<file path="src/rtl/multi_channel_debounced_counter_pkg.sv">
// Shared types and helpers for the debounced multi-channel counter.
// Provides the debounce state enum and a counter-width function.
package multi_channel_debounced_counter_pkg;

  typedef enum logic [1:0] {
    IDLE,
    PRESS_WAIT,
    PRESSED,
    RELEASE_WAIT
  } db_state_e;

  // Bits needed to hold 0..n-1, never less than one.
  function automatic int unsigned cnt_w(
    input int unsigned n
  );
    return (n <= 2) ? 1 : $clog2(n);
  endfunction

endpackage

</file>
<file path="src/rtl/multi_channel_debounced_counter_if.sv">
// Button/counter bundle: pulsador, dir, clr in; contador, pulso,
// estable, ovf out. master drives buttons, slave is the counter block.
interface multi_channel_debounced_counter_if #(
  parameter int unsigned N_CH  = 2,
  parameter int unsigned WIDTH = 8
);

  logic [N_CH-1:0]       pulsador;
  logic                  dir;
  logic                  clr;
  logic [N_CH*WIDTH-1:0] contador;
  logic [N_CH-1:0]       pulso;
  logic [N_CH-1:0]       estable;
  logic [N_CH-1:0]       ovf;

  modport master (
    output pulsador,
    output dir,
    output clr,
    input  contador,
    input  pulso,
    input  estable,
    input  ovf
  );

  modport slave (
    input  pulsador,
    input  dir,
    input  clr,
    output contador,
    output pulso,
    output estable,
    output ovf
  );

endinterface

</file>
<file path="src/rtl/multi_channel_debounced_counter_debounce_channel.sv">
// One button: 2-FF sync, debounce FSM, auto-repeat when AUTOREPEAT_EN.
// Ports: clk, rst (async low), pulsador_i -> pulso_o, estable_o.
module debounce_channel
  import multi_channel_debounced_counter_pkg::*;
#(
  parameter int unsigned DEBOUNCE_CYCLES = 1000000,
  parameter int unsigned HOLD_CYCLES     = 50000000,
  parameter int unsigned REPEAT_CYCLES   = 10000000
) (
  input  logic clk,
  input  logic rst,
  input  logic pulsador_i,
  output logic pulso_o,
  output logic estable_o
);

  if (DEBOUNCE_CYCLES < 2 || HOLD_CYCLES < 1
      || REPEAT_CYCLES < 1) begin : g_bad_cfg
    $error("debounce_channel: bad timing parameters");
  end

  localparam int unsigned DW = cnt_w(DEBOUNCE_CYCLES);
  localparam logic [DW-1:0] D_LAST = DW'(DEBOUNCE_CYCLES - 1);

  logic [1:0]    sync_q;
  logic          s;
  db_state_e     state_q, state_d;
  logic [DW-1:0] cnt_q, cnt_d;
  logic          pulso_q, pulso_d;
  logic          estable_q, estable_d;
  logic          rpt_pulse;

  assign s = sync_q[1];

  always_ff @(posedge clk or negedge rst) begin
    if (!rst) begin
      sync_q    <= 2'b00;
      state_q   <= IDLE;
      cnt_q     <= '0;
      pulso_q   <= 1'b0;
      estable_q <= 1'b0;
    end else begin
      sync_q    <= {sync_q[0], pulsador_i};
      state_q   <= state_d;
      cnt_q     <= cnt_d;
      pulso_q   <= pulso_d;
      estable_q <= estable_d;
    end
  end

  always_comb begin
    state_d = state_q;
    cnt_d   = cnt_q;
    pulso_d = 1'b0;
    unique case (state_q)
      IDLE: begin
        if (s) begin
          state_d = PRESS_WAIT;
          cnt_d   = '0;
        end
      end
      PRESS_WAIT: begin
        if (!s) begin
          state_d = IDLE;
        end else if (cnt_q == D_LAST) begin
          state_d = PRESSED;
          pulso_d = 1'b1;
        end else begin
          cnt_d = cnt_q + DW'(1);
        end
      end
      PRESSED: begin
        if (!s) begin
          state_d = RELEASE_WAIT;
          cnt_d   = '0;
        end else if (rpt_pulse) begin
          pulso_d = 1'b1;
        end
      end
      RELEASE_WAIT: begin
        if (s) begin
          state_d = PRESSED;
        end else if (cnt_q == D_LAST) begin
          state_d = IDLE;
        end else begin
          cnt_d = cnt_q + DW'(1);
        end
      end
      default: state_d = IDLE;
    endcase
    // Level stays high through the release window.
    estable_d = (state_d == PRESSED)
             || (state_d == RELEASE_WAIT);
  end

`ifdef AUTOREPEAT_EN
  localparam int unsigned HMAX =
    (HOLD_CYCLES > REPEAT_CYCLES) ? HOLD_CYCLES : REPEAT_CYCLES;
  localparam int unsigned HW = cnt_w(HMAX);
  localparam logic [HW-1:0] H_LAST = HW'(HOLD_CYCLES - 1);
  localparam logic [HW-1:0] R_LAST = HW'(REPEAT_CYCLES - 1);

  logic [HW-1:0] hold_q, hold_d;
  logic          rep_q, rep_d;

  // rep_q selects the repeat period once the first hold has elapsed.
  always_comb begin
    hold_d    = hold_q;
    rep_d     = rep_q;
    rpt_pulse = 1'b0;
    if (state_q != PRESSED || !s) begin
      hold_d = '0;
      rep_d  = 1'b0;
    end else if (hold_q == (rep_q ? R_LAST : H_LAST)) begin
      rpt_pulse = 1'b1;
      hold_d    = '0;
      rep_d     = 1'b1;
    end else begin
      hold_d = hold_q + HW'(1);
    end
  end

  always_ff @(posedge clk or negedge rst) begin
    if (!rst) begin
      hold_q <= '0;
      rep_q  <= 1'b0;
    end else begin
      hold_q <= hold_d;
      rep_q  <= rep_d;
    end
  end
`else
  assign rpt_pulse = 1'b0;
`endif

  assign pulso_o   = pulso_q;
  assign estable_o = estable_q;

endmodule

</file>
<file path="src/rtl/multi_channel_debounced_counter.sv">
// N_CH debounced buttons driving WIDTH-bit up/down counters; macro AUTOREPEAT_EN.
// Ports: clk, rst (async low), bus (slave: buttons/dir/clr in, counts/flags out).
module multi_channel_debounced_counter
  import multi_channel_debounced_counter_pkg::*;
#(
  parameter int unsigned N_CH            = 2,
  parameter int unsigned WIDTH           = 8,
  parameter int unsigned DEBOUNCE_CYCLES = 1000000,
  parameter int unsigned SATURATE        = 0,
  parameter int unsigned HOLD_CYCLES     = 50000000,
  parameter int unsigned REPEAT_CYCLES   = 10000000
) (
  input logic clk,
  input logic rst,
  multi_channel_debounced_counter_if.slave bus
);

  if (N_CH < 1 || N_CH > 8 || WIDTH < 1) begin : g_bad_cfg
    $error("multi_channel_debounced_counter: bad N_CH/WIDTH");
  end

  localparam logic [WIDTH-1:0] MAXV = '1;

  logic [N_CH-1:0]       pulso;
  logic [N_CH-1:0]       estable;
  logic [N_CH*WIDTH-1:0] cnt_q, cnt_d;
  logic [N_CH-1:0]       ovf_q, ovf_d;
  logic [WIDTH-1:0]      cur, nxt;

  for (genvar i = 0; i < N_CH; i++) begin : g_ch
    debounce_channel #(
      .DEBOUNCE_CYCLES(DEBOUNCE_CYCLES),
      .HOLD_CYCLES    (HOLD_CYCLES),
      .REPEAT_CYCLES  (REPEAT_CYCLES)
    ) u_db (
      .clk       (clk),
      .rst       (rst),
      .pulsador_i(bus.pulsador[i]),
      .pulso_o   (pulso[i]),
      .estable_o (estable[i])
    );
  end

  // clr wins over a same-cycle pulse: no step, no ovf.
  always_comb begin
    cnt_d = cnt_q;
    ovf_d = '0;
    cur   = '0;
    nxt   = '0;
    for (int i = 0; i < N_CH; i++) begin
      cur = cnt_q[i*WIDTH +: WIDTH];
      nxt = cur;
      if (bus.clr) begin
        nxt = '0;
      end else if (pulso[i]) begin
        if (bus.dir) begin
          nxt = cur - WIDTH'(1);
          if (cur == '0) begin
            ovf_d[i] = 1'b1;
            if (SATURATE != 0) nxt = cur;
          end
        end else begin
          nxt = cur + WIDTH'(1);
          if (cur == MAXV) begin
            ovf_d[i] = 1'b1;
            if (SATURATE != 0) nxt = cur;
          end
        end
      end
      cnt_d[i*WIDTH +: WIDTH] = nxt;
    end
  end

  always_ff @(posedge clk or negedge rst) begin
    if (!rst) begin
      cnt_q <= '0;
      ovf_q <= '0;
    end else begin
      cnt_q <= cnt_d;
      ovf_q <= ovf_d;
    end
  end

  assign bus.contador = cnt_q;
  assign bus.pulso    = pulso;
  assign bus.estable  = estable;
  assign bus.ovf      = ovf_q;

endmodule

</file>
<file path="src/flat_wrapper.sv">
// flat-port wrapper written by rule: the top's interface ports become plain ports
module multi_channel_debounced_counter_flat import multi_channel_debounced_counter_pkg::*;
#(
  parameter int unsigned N_CH            = 2,
  parameter int unsigned WIDTH           = 8,
  parameter int unsigned DEBOUNCE_CYCLES = 1000000,
  parameter int unsigned SATURATE        = 0,
  parameter int unsigned HOLD_CYCLES     = 50000000,
  parameter int unsigned REPEAT_CYCLES   = 10000000
)
  (clk, rst, bus_pulsador, bus_dir, bus_clr, bus_contador, bus_pulso, bus_estable, bus_ovf);
  multi_channel_debounced_counter_if #(.N_CH(N_CH), .WIDTH(WIDTH)) bus_i ();
  input logic clk;
  input logic rst;
  input wire logic [$bits(bus_i.pulsador)-1:0] bus_pulsador;
  input wire logic [$bits(bus_i.dir)-1:0] bus_dir;
  input wire logic [$bits(bus_i.clr)-1:0] bus_clr;
  output wire logic [$bits(bus_i.contador)-1:0] bus_contador;
  output wire logic [$bits(bus_i.pulso)-1:0] bus_pulso;
  output wire logic [$bits(bus_i.estable)-1:0] bus_estable;
  output wire logic [$bits(bus_i.ovf)-1:0] bus_ovf;
  assign bus_i.pulsador = bus_pulsador;
  assign bus_i.dir = bus_dir;
  assign bus_i.clr = bus_clr;
  assign bus_contador = bus_i.contador;
  assign bus_pulso = bus_i.pulso;
  assign bus_estable = bus_i.estable;
  assign bus_ovf = bus_i.ovf;
  multi_channel_debounced_counter #(.N_CH(N_CH), .WIDTH(WIDTH), .DEBOUNCE_CYCLES(DEBOUNCE_CYCLES), .SATURATE(SATURATE), .HOLD_CYCLES(HOLD_CYCLES), .REPEAT_CYCLES(REPEAT_CYCLES)) u_core (.clk(clk), .rst(rst), .bus(bus_i));
endmodule
</file>
<file path="config.mk">
export PLATFORM = sky130hd
export DESIGN_NAME = multi_channel_debounced_counter_flat
export DESIGN_NICKNAME = d
export VERILOG_FILES = /design/src/rtl/multi_channel_debounced_counter_pkg.sv /design/src/rtl/multi_channel_debounced_counter_if.sv /design/src/rtl/multi_channel_debounced_counter_debounce_channel.sv /design/src/rtl/multi_channel_debounced_counter.sv /design/src/flat_wrapper.sv
export SDC_FILE = /design/constraint.sdc
export NUM_CORES = 1
export LEC_CHECK = 0
export ABC_AREA = 1
export BUFFER_PORTS_ARGS = -buffer_cell sky130_fd_sc_hd__buf_2
export CAP_MARGIN = 15
export CORE_MARGIN = 8
export CORE_UTILIZATION = 52
export DETAILED_ROUTE_END_ITERATION = 16
export GPL_ROUTABILITY_DRIVEN = 0
export GPL_TIMING_DRIVEN = 0
export PLACE_DENSITY_LB_ADDON = 0.2
export SKIP_CTS_REPAIR_TIMING = 1
export SLEW_MARGIN = 10
export SYNTH_ARGS = -nofsm -noshare
export SYNTH_HDL_FRONTEND = slang
export SYNTH_SLANG_ARGS = --single-unit
</file>
<file path="constraint.sdc">
create_clock -name clk -period 4.35 [get_ports clk]
set_input_delay 0.2175 -clock clk [delete_from_list [all_inputs] [get_ports clk]]
set_output_delay 0.2175 -clock clk [all_outputs]
set_load 0.01 [all_outputs]
</file>
# ---- Yosys cells after proc, flatten, opt, wreduce, memory -nomap -nowiden
# Cells that the tools add are included.
dict set report classes {
  n_addsub 6
  n_mul 0
  n_div 0
  order_cmp 0
  n_eq_ne 22
  shift 0
  muxes 48
  bitwise 0
  reduce_logical 10
}
# cell n
set ops {}
lappend ops {{$mux 20} 10}
lappend ops {{$pmux 20 s4} 2}
lappend ops {{$mux 8} 6}
lappend ops {{$add 20x1->20 const B} 2}
lappend ops {{$eq 20x20->1 const B} 2}
lappend ops {{$mux 2} 12}
lappend ops {{$add 8x1->8 const B} 2}
lappend ops {{$eq 2x2->1 const B} 8}
lappend ops {{$eq 8x8->1 const B} 2}
lappend ops {{$logic_not 8->1} 2}
lappend ops {{$mux 1} 16}
lappend ops {{$ne 2x2->1 const B} 8}
lappend ops {{$pmux 2 s4} 2}
lappend ops {{$sub 8x1->8 const B} 2}
lappend ops {{$reduce_and 4->1} 2}
lappend ops {{$eq 2x1->1 const B} 2}
lappend ops {{$logic_not 2->1} 2}
lappend ops {{$reduce_bool 2->1} 2}
lappend ops {{$logic_or 1x1->1} 2}
dict set report totals {
  reg_bits 70
  latchBits 0
  ram_bits 0
  romBits 0
  in_bits 6
  output_inout_bits 22
  elab_cells 99
  mem_count 0
}

# ---- Depth between registers and ports, before layout
dict set report depth {
  ltp_word 6
  ltp_mapped 10
  ltp_nobuf 9
}

# ---- Cells and area by module
# From an unflattened synthesis, not the netlist that was laid out.
dict set report unflattened {
  hier_cells 633
  area_unflattened_um2 4438.0
}
# mod instances cells_per_inst area_each_um2 seq_area_each_um2
set by_module_without_submodules {}
lappend by_module_without_submodules {{debounce_channel at u_core.g_ch[0].u_db} 1 221 1564.0 625.6}
lappend by_module_without_submodules {{debounce_channel at u_core.g_ch[1].u_db} 1 223 1539.0 625.6}
lappend by_module_without_submodules {multi_channel_debounced_counter 1 189 1335.0 450.4}

# ---- Worst setup path before layout
# No wires, ideal clock.
dict set report synth_path {
  path_type {register to register}
  startpoint {reg u_core.cnt_q[4], in the netlist u_core.bus.contador[4]}
  endpoint {reg u_core.cnt_q[5], in the netlist u_core.bus.contador[5]}
  setup_time_ns 0.117
  t_arrival_ns 1.435
  t_required_ns 4.233
  setup_slack_ns 2.797
  path_stages_with_launch 8
  path_buffers 0
  period_less_slack_ns 1.553
  path_cell_list {dfrtp_1 ha_1 inv_1 o21bai_1 nand3b_1 or2_2 nand3_1 nand2_1}
}
dict set report synth_between {
  elab_chain_len 4
  word_cells_on_any_way 5
  classes_between {add/sub: 2; mux: 3}
}
# element line
set synth_rtl {}
lappend synth_rtl {{start: declaration} multi_channel_debounced_counter.sv:26} ;# logic [N_CH*WIDTH-1:0] cnt_q, cnt_d;
lappend synth_rtl {{start signal: assignment} multi_channel_debounced_counter.sv:79} ;# cnt_q <= cnt_d;
lappend synth_rtl {{$add 8x1->8 / $sub 8x1->8 (equally long branches)} {multi_channel_debounced_counter.sv:63, multi_channel_debounced_counter.sv:57}}
lappend synth_rtl {{$mux 8 *} multi_channel_debounced_counter.sv:56} ;# if (bus.dir) begin
lappend synth_rtl {{$mux 8 *} multi_channel_debounced_counter.sv:55} ;# end else if (pulso[i]) begin
lappend synth_rtl {{$mux 8 *} multi_channel_debounced_counter.sv:53} ;# if (bus.clr) begin
# Mark *: on every way between the ends. The rest lies on a longest branch, timed or not. The select of a mux whose other input is x is not followed.
# A chain may end at the register's enable or synchronous reset.

# ---- Worst setup path in the final report
dict set report layout_path {
  startpoint {reg u_core.g_ch[1].u_db.cnt_q[0]}
  endpoint {reg u_core.g_ch[1].u_db.cnt_q[11]}
}
dict set report layout_between {
  elab_chain_len 4
  word_cells_on_any_way 6
  classes_between {add/sub: 1; eq/ne: 1; mux: 4}
}
# element line
set layout_rtl {}
lappend layout_rtl {{start: declaration} multi_channel_debounced_counter_debounce_channel.sv:28} ;# logic [DW-1:0] cnt_q, cnt_d;
lappend layout_rtl {{start signal: assignment} multi_channel_debounced_counter_debounce_channel.sv:45} ;# cnt_q <= cnt_d;
lappend layout_rtl {{$add 20x1->20 / $eq 20x20->1 (equally long branches)} n/a}
lappend layout_rtl {{$mux 20 *} {multi_channel_debounced_counter_debounce_channel.sv:65, multi_channel_debounced_counter_debounce_channel.sv:83}}
lappend layout_rtl {{$mux 20, on equally long branches} {multi_channel_debounced_counter_debounce_channel.sv:81, multi_channel_debounced_counter_debounce_channel.sv:63}}
lappend layout_rtl {{$pmux 20 s4 *} multi_channel_debounced_counter_debounce_channel.sv:55} ;# unique case (state_q)
# Marked as above.

==> results.py <==
metrics = {
    "critical_path": {
        "cp.required_ns": 4.56,
        "critical_path_class": "flip-flop to flip-flop",
        "r2r_cells": 7,
        "crit_arrival_ns": 2.02,
        "crit_chain": "ha_1, nand3_2, nor2_1, nand3_2, nand2_2, clkbuf_2, o21ai_0",
        "cp_top_family": "simple AND/OR/NAND/NOR gates",
        "crit_path_max_fanout": 10,
        "reg2reg_slack_ns": 2.54,
        "start_kind": "flip-flop",
        "worst-path-stages": 7,
        "slowest_stage": "dfrtp_1",
        "cp_num_buf_inv": 1,
        "slowest_delay_ns": 0.41,
        "cp_common_cell": "nand3_2",
        "worst_setup_path_end_kind": "flip-flop",
    },
    "cells_and_area": {
        "drive_gt1_share_pct": 11.3,
        "syn2layout_area_growth_pct": 11.9,
        "fillers": 786,
        "utilization_pct": 58.8,
        "final_nets": 684,
        "instances_no_fill": 774,
        "diodes": 0,
    },
    "grt": {
        "grt_usage_pct": 18.2,
        "grt_max_degree": 52,
        "grt_first_pass_wirelength_mm": 17.7,
        "antenna_found_initial": 0,
        "grt_pass1_vias": 3956,
        "overflow": 0,
    },
    "power": {
        "p_switching_mw": 0.443,
        "sw_frac_of_total_pct": 28.6,
        "clkPwrFrac_pct": 36.3,
        "sequentialPowerShare_pct": 46.6,
        "p_leak_nw": 2.33,
        "pwr_density_cell_nw_per_um2": 309,
        "power_frac_comb_pct": 17.1,
        "intPower_mw": 1.10,
        "peakVddDrop_mv": 0.135,
    },
    "outcome": {
        "status": "finished, final reports clean",
    },
    "place": {
        "dp_hpwl_mm": 7.55,
        "post-place-ws_ns": 2.54,
        "portBuffers": 27,
        "numPlacedInstances": 756,
    },
    "drt": {
        "route.detailed.vias_per_inst": 5.34,
        "drt_iter0_drc": 275,
        "route.met2.wl_mm": 4.79,
        "vias": 4133,
        "wl_met3_microns": 458,
        "ant_nets": 0,
        "drcViolationCount": 0,
        "drt-met1-wl_mm": 4.86,
        "drt-total-wl_mm": 10.3,
        "top_layer": "met4",
        "dr.pass1.iters": 4,
        "routedWlPerCell_microns": 13.2,
    },
    "synthesis": {
        "syn-cell-area_sq_um": 4470,
        "ys_seq_elements": 70,
        "yosysSeqAreaShare_pct": 39.2,
        "syn_inst": 620,
        "synth_nets": 642,
        "yosys_warnings": 0,
        "syn_area_per_cell_sq_um": 7.21,
        "synthDistinctLibCells": 34,
    },
    "floorplan": {
        "core_sq_um": 8510,
        "rows": 34,
        "die_h_microns": 109,
        "io_pins": 28,
        "start_util_pct": 52.6,
        "die_area_sq_um": 11800,
        "die_w_microns": 109,
    },
    "clock_tree": {
        "clock_path_buffers": 2,
        "htreeDepth": 3,
        "clkSinkCount": 70,
        "cts_root_buffer": "clkbuf_8",
        "tritoncts": "done",
        "insertion_delay_ns": 0.34,
        "cts_inserted_buffers": 9,
        "path_clk_slew_ns": 0.08,
    },
    "sta": {
        "fin_crit_ns": 1.81,
        "clock_skew_ns": 0.0167,
        "post-route-period-util_pct": 41.6,
        "setup_ws_ns": 2.54,
        "relSlewSlack_pct": 59.6,
        "rsz0062_at_grt": "false",
        "fin_tns_setup_ns": 0,
        "slew_violations": 0,
        "max_freq_mhz": 553,
        "hold_violations": 0,
        "tightest_slew_ns": 0.603,
        "setup_viol": 0,
    },
    "job": {
        "maxCapViolations": 0,
    },
    "worst_hold_path": {
        "min_path_type": "input port to flip-flop",
        "min_path_cells": 4,
    },
}
[cells in the mapped netlist]
library cell | instances | area [sq um]
nand3b_1 | 3 | 22.5
buf_6 | 1 | 11.3
nor3_1 | 5 | 25.0
buf_4 | 7 | 52.6
inv_1 | 52 | 195
clkbuf_1 | 2 | 7.51
and2_1 | 3 | 18.8
dfrtp_1 | 70 | 1750
inv_6 | 1 | 8.76
xnor2_1 | 6 | 52.6
buf_8 | 1 | 15.0
nor4_1 | 4 | 25.0
o21a_1 | 3 | 22.5
o21ai_2 | 3 | 26.3
nand3_2 | 4 | 40.0
nand2_2 | 2 | 12.5
nand3_1 | 60 | 300
buf_2 | 2 | 10.0
nor2_2 | 1 | 6.26
a22o_1 | 2 | 17.5
o21ai_1 | 3 | 15.0
nand2_1 | 201 | 754
xor2_1 | 11 | 96.3
nand4_1 | 18 | 113
clkbuf_2 | 1 | 5.00
buf_12 | 1 | 20.0
nor2_1 | 72 | 270
fa_1 | 2 | 40.0
o21bai_1 | 6 | 45.0
a21oi_1 | 10 | 50.1
o21ai_0 | 40 | 200
or2_2 | 7 | 43.8
ha_1 | 14 | 175
nor2_4 | 2 | 22.5
[cell type report]
| type | instances | area, sq um | area share, % |
|---|---|---|---|
| plain buffers | 15 | 121 | 2.42 |
| clock buffers | 10 | 128 | 2.55 |
| clock inverters | 5 | 75.1 | 1.50 |
| inverters | 53 | 204 | 4.08 |
| multi-input cells | 482 | 2390 | 47.9 |
| flip-flops and latches | 70 | 1750 | 35.0 |
| well taps | 108 | 135 | 2.70 |
| repair buffers | 31 | 195 | 3.90 |
[worst reg2reg max path: stages, from the launching register on]
cell,delay (ns)
dfrtp_1,0.41
ha_1,0.32
nand3_2,0.19
nor2_1,0.17
nand3_2,0.14
nand2_2,0.12
clkbuf_2,0.22
o21ai_0,0.12
[per-stage QoR]
| stage | instance area, sq um | power [mW] | hold WS [ns] |
|---|---|---|---|
| finish | 5000 | 1.55 | 0.261 |
| global route | 5000 | 1.62 | 0.270 |
| CTS | 4970 | 1.55 | -0.251 |
| detailed placement | 4770 | 0.995 | 0.125 |
| global placement | 4740 | 0.983 | 0.327 |
| floorplan | 4470 | 0.904 | -0.0781 |
[final timing paths]
| kind | end | start |
|---|---|---|
| min in group asynchronous | u_core.bus.contador[4] | rst |
| max in group asynchronous | u_core.g_ch[0].u_db.cnt_q[9] | rst |
| setup reg to reg | u_core.g_ch[1].u_db.cnt_q[11] | u_core.g_ch[1].u_db.cnt_q[0] |
| setup / recovery | u_core.g_ch[1].u_db.cnt_q[11] | u_core.g_ch[1].u_db.cnt_q[0] |
| hold reg to reg | u_core.g_ch[0].u_db.sync_q[1] | u_core.g_ch[0].u_db.sync_q[0] |
| hold / removal | u_core.bus.contador[13] | bus_clr |
[flip-flops by register name, summed over array words and instances (netlist names)]
register / count
u_core.bus.contador: 16
u_core.g_ch.u_db.estable_o: 2
u_core.g_ch.u_db.cnt_q: 40
u_core.g_ch.u_db.state_q: 4
u_core.g_ch.u_db.sync_q: 4
u_core.g_ch.u_db.pulso_o: 2
u_core.bus.ovf: 2
[power groups by stage]
stage	Sequential [mW]	Clock [mW]	Combinational (mW)
2_1_floorplan	0.734	0	0.170
3_3_place_gp	0.730	0	0.253
3_5_place_dp	0.733	0	0.262
4_1_cts	0.720	0.570	0.264
5_1_grt	0.727	0.594	0.300
6_report	0.720	0.561	0.264
[kinds of logic after synthesis]
family / Yosys count / share of synthesized area [%]
and+or+nand+nor: 382 / 37.0
DFF: 70 / 39.2
AOI/OAI and AO/OA: 67 / 8.42
buffers and inverters: 68 / 7.27
adders and majority gates: 16 / 4.81
xor gates and xnor gates: 17 / 3.33
[routing by layer]
layer,vias to the layer above,track usage (%)
li1,2092,-
met1,1941,23.4
met2,84,29.9
met3,16,2.66
met4,0,7.62
met5,-,0
[layout by cell type (no fill, tap or decap), types with 4 or more instances in the layout]
cell type,n
o21bai_1,6
dfrtp_1,70
buf_2,28
xor2_1,11
nand3_1,60
buf_4,8
o21ai_0,40
nand2_1,201
nor4_1,4
nand4_1,18
xnor2_1,6
clkbuf_8,9
ha_1,14
nor3_1,5
nand3_2,4
a21oi_1,10
inv_1,52
nor2_1,72
or2_2,7
No activity file was read; power rests on OpenSTA's default activity.
